### src/rtl/mccu_quota_irq_ctrl_pkg.sv
// Shared types and helpers for the MCCU quota interrupt controller.
// Optional per-core overrun counters are enabled with MCCU_OVERRUN_CNT_EN.
package mccu_irq_pkg;

   // Per-core interrupt life cycle: armed, fired (pending), waiting for a quota reload.
   typedef enum logic [1:0] {
      StArmed      = 2'd0,
      StFired      = 2'd1,
      StWaitReload = 2'd2
   } irq_state_e;

   // Width of the core id output; at least one bit even for a single core.
   function automatic int unsigned core_id_w(input int unsigned n_cores);
      return (n_cores <= 1) ? 1 : $clog2(n_cores);
   endfunction

   // Saturation value of a counter of the given width (widths of 32 and above pin to all ones).
   function automatic logic [31:0] cnt_sat_val(input int unsigned width);
      return (width >= 32) ? 32'hFFFF_FFFF : ((32'd1 << width) - 32'd1);
   endfunction

endpackage

### src/rtl/mccu_quota_irq_ctrl_if.sv
// Bundle of the MCCU-side inputs and the interrupt outputs of mccu_quota_irq_ctrl.
// master drives the MCCU/register inputs, slave is the controller itself.
interface mccu_quota_irq_ctrl_if
   import mccu_irq_pkg::*;
#(
   parameter int unsigned N_CORES    = 1,
   parameter int unsigned DATA_WIDTH = 32,
   parameter int unsigned CNT_WIDTH  = 16
) ();

   localparam int unsigned CORE_ID_W = core_id_w(N_CORES);

   logic                            enable_i;
   logic [N_CORES-1:0]              interruption_quota_i;
   logic [N_CORES*DATA_WIDTH-1:0]   quota_i;
   logic [N_CORES-1:0]              irq_mask_i;
   logic [N_CORES-1:0]              irq_clear_i;
   logic [N_CORES-1:0]              irq_pending_o;
   logic                            irq_o;
   logic [CORE_ID_W-1:0]            irq_core_id_o;
   logic [N_CORES*CNT_WIDTH-1:0]    overrun_cnt_o;

   modport master (
      output enable_i, interruption_quota_i, quota_i, irq_mask_i, irq_clear_i,
      input  irq_pending_o, irq_o, irq_core_id_o, overrun_cnt_o
   );

   modport slave (
      input  enable_i, interruption_quota_i, quota_i, irq_mask_i, irq_clear_i,
      output irq_pending_o, irq_o, irq_core_id_o, overrun_cnt_o
   );

endinterface

### src/rtl/mccu_quota_irq_ctrl_core_fsm.sv
// One core's interrupt FSM: sticky pending bit, storm suppression until a non-zero reload,
// and an optional saturating overrun counter (MCCU_OVERRUN_CNT_EN).
module mccu_irq_core_fsm
   import mccu_irq_pkg::*;
#(
   parameter int unsigned DATA_WIDTH = 32,
   parameter int unsigned CNT_WIDTH  = 16
) (
   input  logic                  clk_i,
   input  logic                  rst_i,
   input  logic                  enable_i,
   input  logic                  intr_i,
   input  logic [DATA_WIDTH-1:0] quota_i,
   input  logic                  clear_i,
   output logic                  pending_o,
   output logic [CNT_WIDTH-1:0]  cnt_o
);

   irq_state_e state_q, state_d;

   // Next-state logic; a clear in StArmed is ignored so a coincident fire always wins.
   always_comb begin
      state_d = state_q;
      case (state_q)
         StArmed:      if (enable_i && intr_i) state_d = StFired;
         StFired:      if (clear_i) state_d = StWaitReload;
         StWaitReload: if ((quota_i != '0) && !intr_i) state_d = StArmed;
         default:      state_d = StArmed;
      endcase
   end

   // State register.
   always_ff @(posedge clk_i or posedge rst_i) begin
      if (rst_i) state_q <= StArmed;
      else       state_q <= state_d;
   end

   assign pending_o = (state_q == StFired);

`ifdef MCCU_OVERRUN_CNT_EN
   localparam logic [CNT_WIDTH-1:0] CntMax = CNT_WIDTH'(cnt_sat_val(CNT_WIDTH));

   logic [CNT_WIDTH-1:0] cnt_q, cnt_d;

   // Counter next value: restart on a new fire, count while overrun, hold in StArmed.
   always_comb begin
      cnt_d = cnt_q;
      if ((state_q == StArmed) && (state_d == StFired)) begin
         cnt_d = '0;
      end else if ((state_q != StArmed) && enable_i && (cnt_q != CntMax)) begin
         cnt_d = cnt_q + 1'b1;
      end
   end

   // Counter register.
   always_ff @(posedge clk_i or posedge rst_i) begin
      if (rst_i) cnt_q <= '0;
      else       cnt_q <= cnt_d;
   end

   assign cnt_o = cnt_q;
`else
   assign cnt_o = '0;
`endif

endmodule

### src/rtl/mccu_quota_irq_ctrl.sv
// Aggregates per-core MCCU quota interrupts into one maskable CPU interrupt with the
// lowest-index active core id. Optional overrun counters: define MCCU_OVERRUN_CNT_EN.
module mccu_quota_irq_ctrl
   import mccu_irq_pkg::*;
#(
   parameter int unsigned N_CORES    = 1,
   parameter int unsigned DATA_WIDTH = 32,
   parameter int unsigned CNT_WIDTH  = 16
) (
   input  logic                  clk_i,
   input  logic                  rst_i,
   mccu_quota_irq_ctrl_if.slave  bus
);

   localparam int unsigned CORE_ID_W = core_id_w(N_CORES);

   logic [N_CORES-1:0] pending;
   logic [N_CORES-1:0] active;

   for (genvar c = 0; c < N_CORES; c++) begin : g_core
      mccu_irq_core_fsm #(
         .DATA_WIDTH (DATA_WIDTH),
         .CNT_WIDTH  (CNT_WIDTH)
      ) u_fsm (
         .clk_i     (clk_i),
         .rst_i     (rst_i),
         .enable_i  (bus.enable_i),
         .intr_i    (bus.interruption_quota_i[c]),
         .quota_i   (bus.quota_i[c*DATA_WIDTH +: DATA_WIDTH]),
         .clear_i   (bus.irq_clear_i[c]),
         .pending_o (pending[c]),
         .cnt_o     (bus.overrun_cnt_o[c*CNT_WIDTH +: CNT_WIDTH])
      );
   end

   // Mask acts combinationally so mask writes reach irq_o in the same cycle.
   assign active            = pending & ~bus.irq_mask_i;
   assign bus.irq_pending_o = pending;
   assign bus.irq_o         = |active;

   // Fixed-priority encoder; scanning downwards leaves the lowest active index.
   always_comb begin
      bus.irq_core_id_o = '0;
      for (int c = N_CORES - 1; c >= 0; c--) begin
         if (active[c]) bus.irq_core_id_o = CORE_ID_W'(c);
      end
   end

endmodule

### src/flat_wrapper.sv
// flat-port wrapper written by rule: the top's interface ports become plain ports
module mccu_quota_irq_ctrl_flat import mccu_irq_pkg::*;
#(
   parameter int unsigned N_CORES    = 1,
   parameter int unsigned DATA_WIDTH = 32,
   parameter int unsigned CNT_WIDTH  = 16
)
  (clk_i, rst_i, bus_enable_i, bus_interruption_quota_i, bus_quota_i, bus_irq_mask_i, bus_irq_clear_i, bus_irq_pending_o, bus_irq_o, bus_irq_core_id_o, bus_overrun_cnt_o);
  mccu_quota_irq_ctrl_if #(.N_CORES(N_CORES), .DATA_WIDTH(DATA_WIDTH), .CNT_WIDTH(CNT_WIDTH)) bus_i ();
  input  logic clk_i;
  input  logic rst_i;
  input wire logic [$bits(bus_i.enable_i)-1:0] bus_enable_i;
  input wire logic [$bits(bus_i.interruption_quota_i)-1:0] bus_interruption_quota_i;
  input wire logic [$bits(bus_i.quota_i)-1:0] bus_quota_i;
  input wire logic [$bits(bus_i.irq_mask_i)-1:0] bus_irq_mask_i;
  input wire logic [$bits(bus_i.irq_clear_i)-1:0] bus_irq_clear_i;
  output wire logic [$bits(bus_i.irq_pending_o)-1:0] bus_irq_pending_o;
  output wire logic [$bits(bus_i.irq_o)-1:0] bus_irq_o;
  output wire logic [$bits(bus_i.irq_core_id_o)-1:0] bus_irq_core_id_o;
  output wire logic [$bits(bus_i.overrun_cnt_o)-1:0] bus_overrun_cnt_o;
  assign bus_i.enable_i = bus_enable_i;
  assign bus_i.interruption_quota_i = bus_interruption_quota_i;
  assign bus_i.quota_i = bus_quota_i;
  assign bus_i.irq_mask_i = bus_irq_mask_i;
  assign bus_i.irq_clear_i = bus_irq_clear_i;
  assign bus_irq_pending_o = bus_i.irq_pending_o;
  assign bus_irq_o = bus_i.irq_o;
  assign bus_irq_core_id_o = bus_i.irq_core_id_o;
  assign bus_overrun_cnt_o = bus_i.overrun_cnt_o;
  mccu_quota_irq_ctrl #(.N_CORES(N_CORES), .DATA_WIDTH(DATA_WIDTH), .CNT_WIDTH(CNT_WIDTH)) u_core (.clk_i(clk_i), .rst_i(rst_i), .bus(bus_i));
endmodule
### config.mk
export PLATFORM = sky130hd
export DESIGN_NAME = mccu_quota_irq_ctrl_flat
export DESIGN_NICKNAME = d
export VERILOG_FILES = /design/src/rtl/mccu_quota_irq_ctrl_pkg.sv /design/src/rtl/mccu_quota_irq_ctrl_if.sv /design/src/rtl/mccu_quota_irq_ctrl_core_fsm.sv /design/src/rtl/mccu_quota_irq_ctrl.sv /design/src/flat_wrapper.sv
export SDC_FILE = /design/constraint.sdc
export NUM_CORES = 1
export LEC_CHECK = 0
export CELL_PAD_IN_SITES_DETAIL_PLACEMENT = 1
export CELL_PAD_IN_SITES_GLOBAL_PLACEMENT = 2
export CORE_ASPECT_RATIO = 1.75
export CORE_UTILIZATION = 10
export DETAILED_ROUTE_END_ITERATION = 16
export PLACE_DENSITY = 0.93
export REMOVE_ABC_BUFFERS = 1
export SYNTH_ARGS = -nofsm -noshare
export SYNTH_HDL_FRONTEND = slang
export SYNTH_HIERARCHICAL = 1
export SYNTH_SLANG_ARGS = --single-unit
### constraint.sdc
create_clock -name clk_i -period 1 [get_ports clk_i]
set_clock_uncertainty 0.05 [all_clocks]
set_input_delay 0.15 -clock clk_i [delete_from_list [all_inputs] [get_ports clk_i]]
set_output_delay 0.15 -clock clk_i [all_outputs]
set_load 0.03 [all_outputs]
==> impl_results.md, run 1 <==
- Clock power share: 0.396
- Clock Path Buffers: 2
- Leak Pwr: roughly 0.37 nW
- Final worst slack: -230.1 ps
- Mean Syn Cell Area: ~8.0 µm²
- MaxCap Viol Count: 0
- Die area: about 3400 µm²
- Crit path arrival time: 1030 ps
- Clk root buf: clkbuf_8
- Synthesized area: around 320 µm²
- Fill cells: 381
- Via density: approximately 3.4
- Setup WS pre-CTS: -482.3 ps
- Largest regs: u_core/g_core.u_fsm/state_q (2)
- Core box area: roughly 3000 µm²
- Global Route Usage Sum: 0.07443
- Netlist cell types: 14
- Register share of total power: 0.137
- Fmax: 0.8129 GHz
- Top-area cell type share of the netlist area: 0.4000
- # diodes: 0
- Critical path class: reg2out
- Vias: between 400 and 500
- Main area contributors after synthesis: buf_4 40%, dfrtp_1 16%, nor4_1 14%
- Die X: around 45 µm
- Maximum vdd drop: about 0.8 mV
- Cell taking the most area after synthesis: buf_4
- Number of global-route vias before repair: around 450
- Worst setup SP type: flop
- Antenna violations before repair: 0
- H-tree levels: 1
- Period minus WS final: 1230 ps
- IO buf count: 39
- Sw power: roughly 0.00024 W
- Family with the most delay on the worst path: flip-flops
- DRC viols: 0
- Std-Cell Rows: 26
- Fin. Hold Viols: 0
- First-pass GRT wire length: between 1.5 and 2 mm
- Routed Antenna Nets: 0
- Failing checks: negative setup slack
- Combinational Power Share: 0.466
- Sequential area share after synthesis: 0.1569
- Sw Share: 0.3149
- Share of layout cells above drive strength 1: 0.2262
- Num CTS Buffers: 3
- P_int: ~0.00053 W
- Starting Density: 0.1066
- # clock sinks: 2
- Avg WL per Cell: 10.02 µm
- Hold Path Class: in2async
- Synth warn: 6
- Syn Inst Count: 40
- Max-slew violation count: 0
- RSZ-0062 raised after global routing: true
- Die height: 76.72 µm
- Largest net degree at the start of global routing: 3
- Final setup vio count: 3
- Layout area overhead: 146.3%
- P per Cell Area: between 900 and 1000 nW/µm²
- CP peak stage delay: about 410 ps
- WP data required: 800 ps
- TritonCTS clock tree: done
- Crit path top cell by count: nor2b_4
- Clock-pin slew on the worst setup and hold paths: 30 ps
- Critical path cell sequence: nor2b_4 -> nor2b_4 -> buf_6
- Largest reg by FF count: u_core/g_core.u_fsm/state_q
- Synth Register Bits: 2
- GPL Wtd Cong: 0.5940
- Crit end category: output pin
- PnR Total Power: 0.0007775 W
- Detailed Place HPWL: between 1 and 1.5 mm
- Largest register FFs: 2
- Final wirelength: 1.263 mm
- Most frequent cells in the layout: 23 x dlygate4sd2_1, 17 x conb_1, 12 x clkdlybuf4s50_1, 7 x nor4_2, 4 x buf_4
- First-pass DRT Iterations: 2
- Period utilization: 1.230
- Hold Buf Count CTS: 0
- Starting DRT DRC Count: 2
- Ports: 57
- Outcome: finished with violations
- CP max stage cell: dfrtp_1
- Worst Path Buf+Inv: 1
- Clk_lat worst skew: 210 ps
- Overflow after GRT: 0
- # nets final: about 120
- CP Max Fanout: 2
- Most common cell after layout, fill and taps aside: dlygate4sd2_1
==> Yosys cell counts <==
master	instances
a22o_1	1
buf_4	17
conb_1	2
dfrtp_1	2
inv_1	1
mux2_2	1
nand2_1	1
nand4_1	2
nor2_1	1
nor2b_1	2
nor2b_4	1
nor4_1	7
nor4_2	1
o21bai_1	1
==> per-layer routing <==
layer,GRT usage,up-vias,wire (µm)
met5,0,-,0
met4,0.02727,0,8
met3,0.04471,2,238
met2,0.1412,47,679
met1,0.05571,178,336
li1,-,196,-
==> cell families after synthesis <==
family,Yosys count,synth area share
buf+inv,18,0.4117
flops,2,0.1569
mux,1,0.03529
other cells,2,0.02354
simple gates,15,0.3215
compound gates,2,0.05099
==> cell type report <==
cell class	instances	area, µm²	share of cell area
inverters	1	3.754	0.004777
repair buffers	43	399.1	0.5080
flip-flops and latches	2	50.05	0.06369
well taps	42	52.55	0.06688
multi-input cells	35	239.0	0.3041
clock buffers	3	41.29	0.05255
==> through the flow <==
step	area (µm²)	instances	hold slack, ps	TNS, ps	utilization
6_report	785.8	126	47.25	-579.3	0.2625
5_1_grt	785.8	126	88.18	-702.0	0.2625
4_1_cts	780.7	126	48.96	-589.1	0.2609
3_5_place_dp	708.2	122	269.4	-763.5	0.2366
3_3_place_gp	708.2	122	268.4	-615.6	0.2366
2_1_floorplan	247.7	38	-158.8	-741.5	-
==> path summary, 6_finish.rpt <==
| kind | startpoint | endpoint | slack, ps | cells past startpoint |
|---|---|---|---|---|
| worst max-delay path | u_core/g_core[0].u_fsm/state_q[1] | bus_irq_o | -230 | 3 |
| worst min-delay path | rst_i | u_core/g_core[0].u_fsm/state_q[1] | 50 | 2 |
| worst max register to register | u_core/g_core[0].u_fsm/state_q[0] | u_core/g_core[0].u_fsm/state_q[1] | -150 | 4 |
| worst min register to register | u_core/g_core[0].u_fsm/state_q[1] | u_core/g_core[0].u_fsm/state_q[0] | 560 | 2 |
| max in group asynchronous | rst_i | u_core/g_core[0].u_fsm/state_q[0] | 740 | 2 |
| min in group clk_i | bus_quota_i[19] | u_core/g_core[0].u_fsm/state_q[1] | 420 | 5 |
==> power groups by stage <==
stage	Sequential, W	Combinational (W)	Clock [W]
after global placement	0.000101	0.000350	0
final	0.000107	0.000363	0.000308
after detailed placement	0.000104	0.000356	0
after CTS	0.000107	0.000363	0.000320
after floorplan	0.000102	0.000151	0
after global routing	0.000108	0.000388	0.000335
==> what timing repair did <==
item	4_1_cts	5_1_grt
endpoints found under the setup margin	3	4
buffers inserted	1	0
hold endpoints to repair	0	0
pin swaps	12	5
gates resized for setup	33	2
No activity file was read; power rests on OpenSTA's default activity.
==> run 2: changes to the inputs <==
- ABC_CLOCK_PERIOD_IN_PS: not set -> 1000
==> results of run 2 <==
No change in the layout: final DEF, timing and power equal those of run 1.
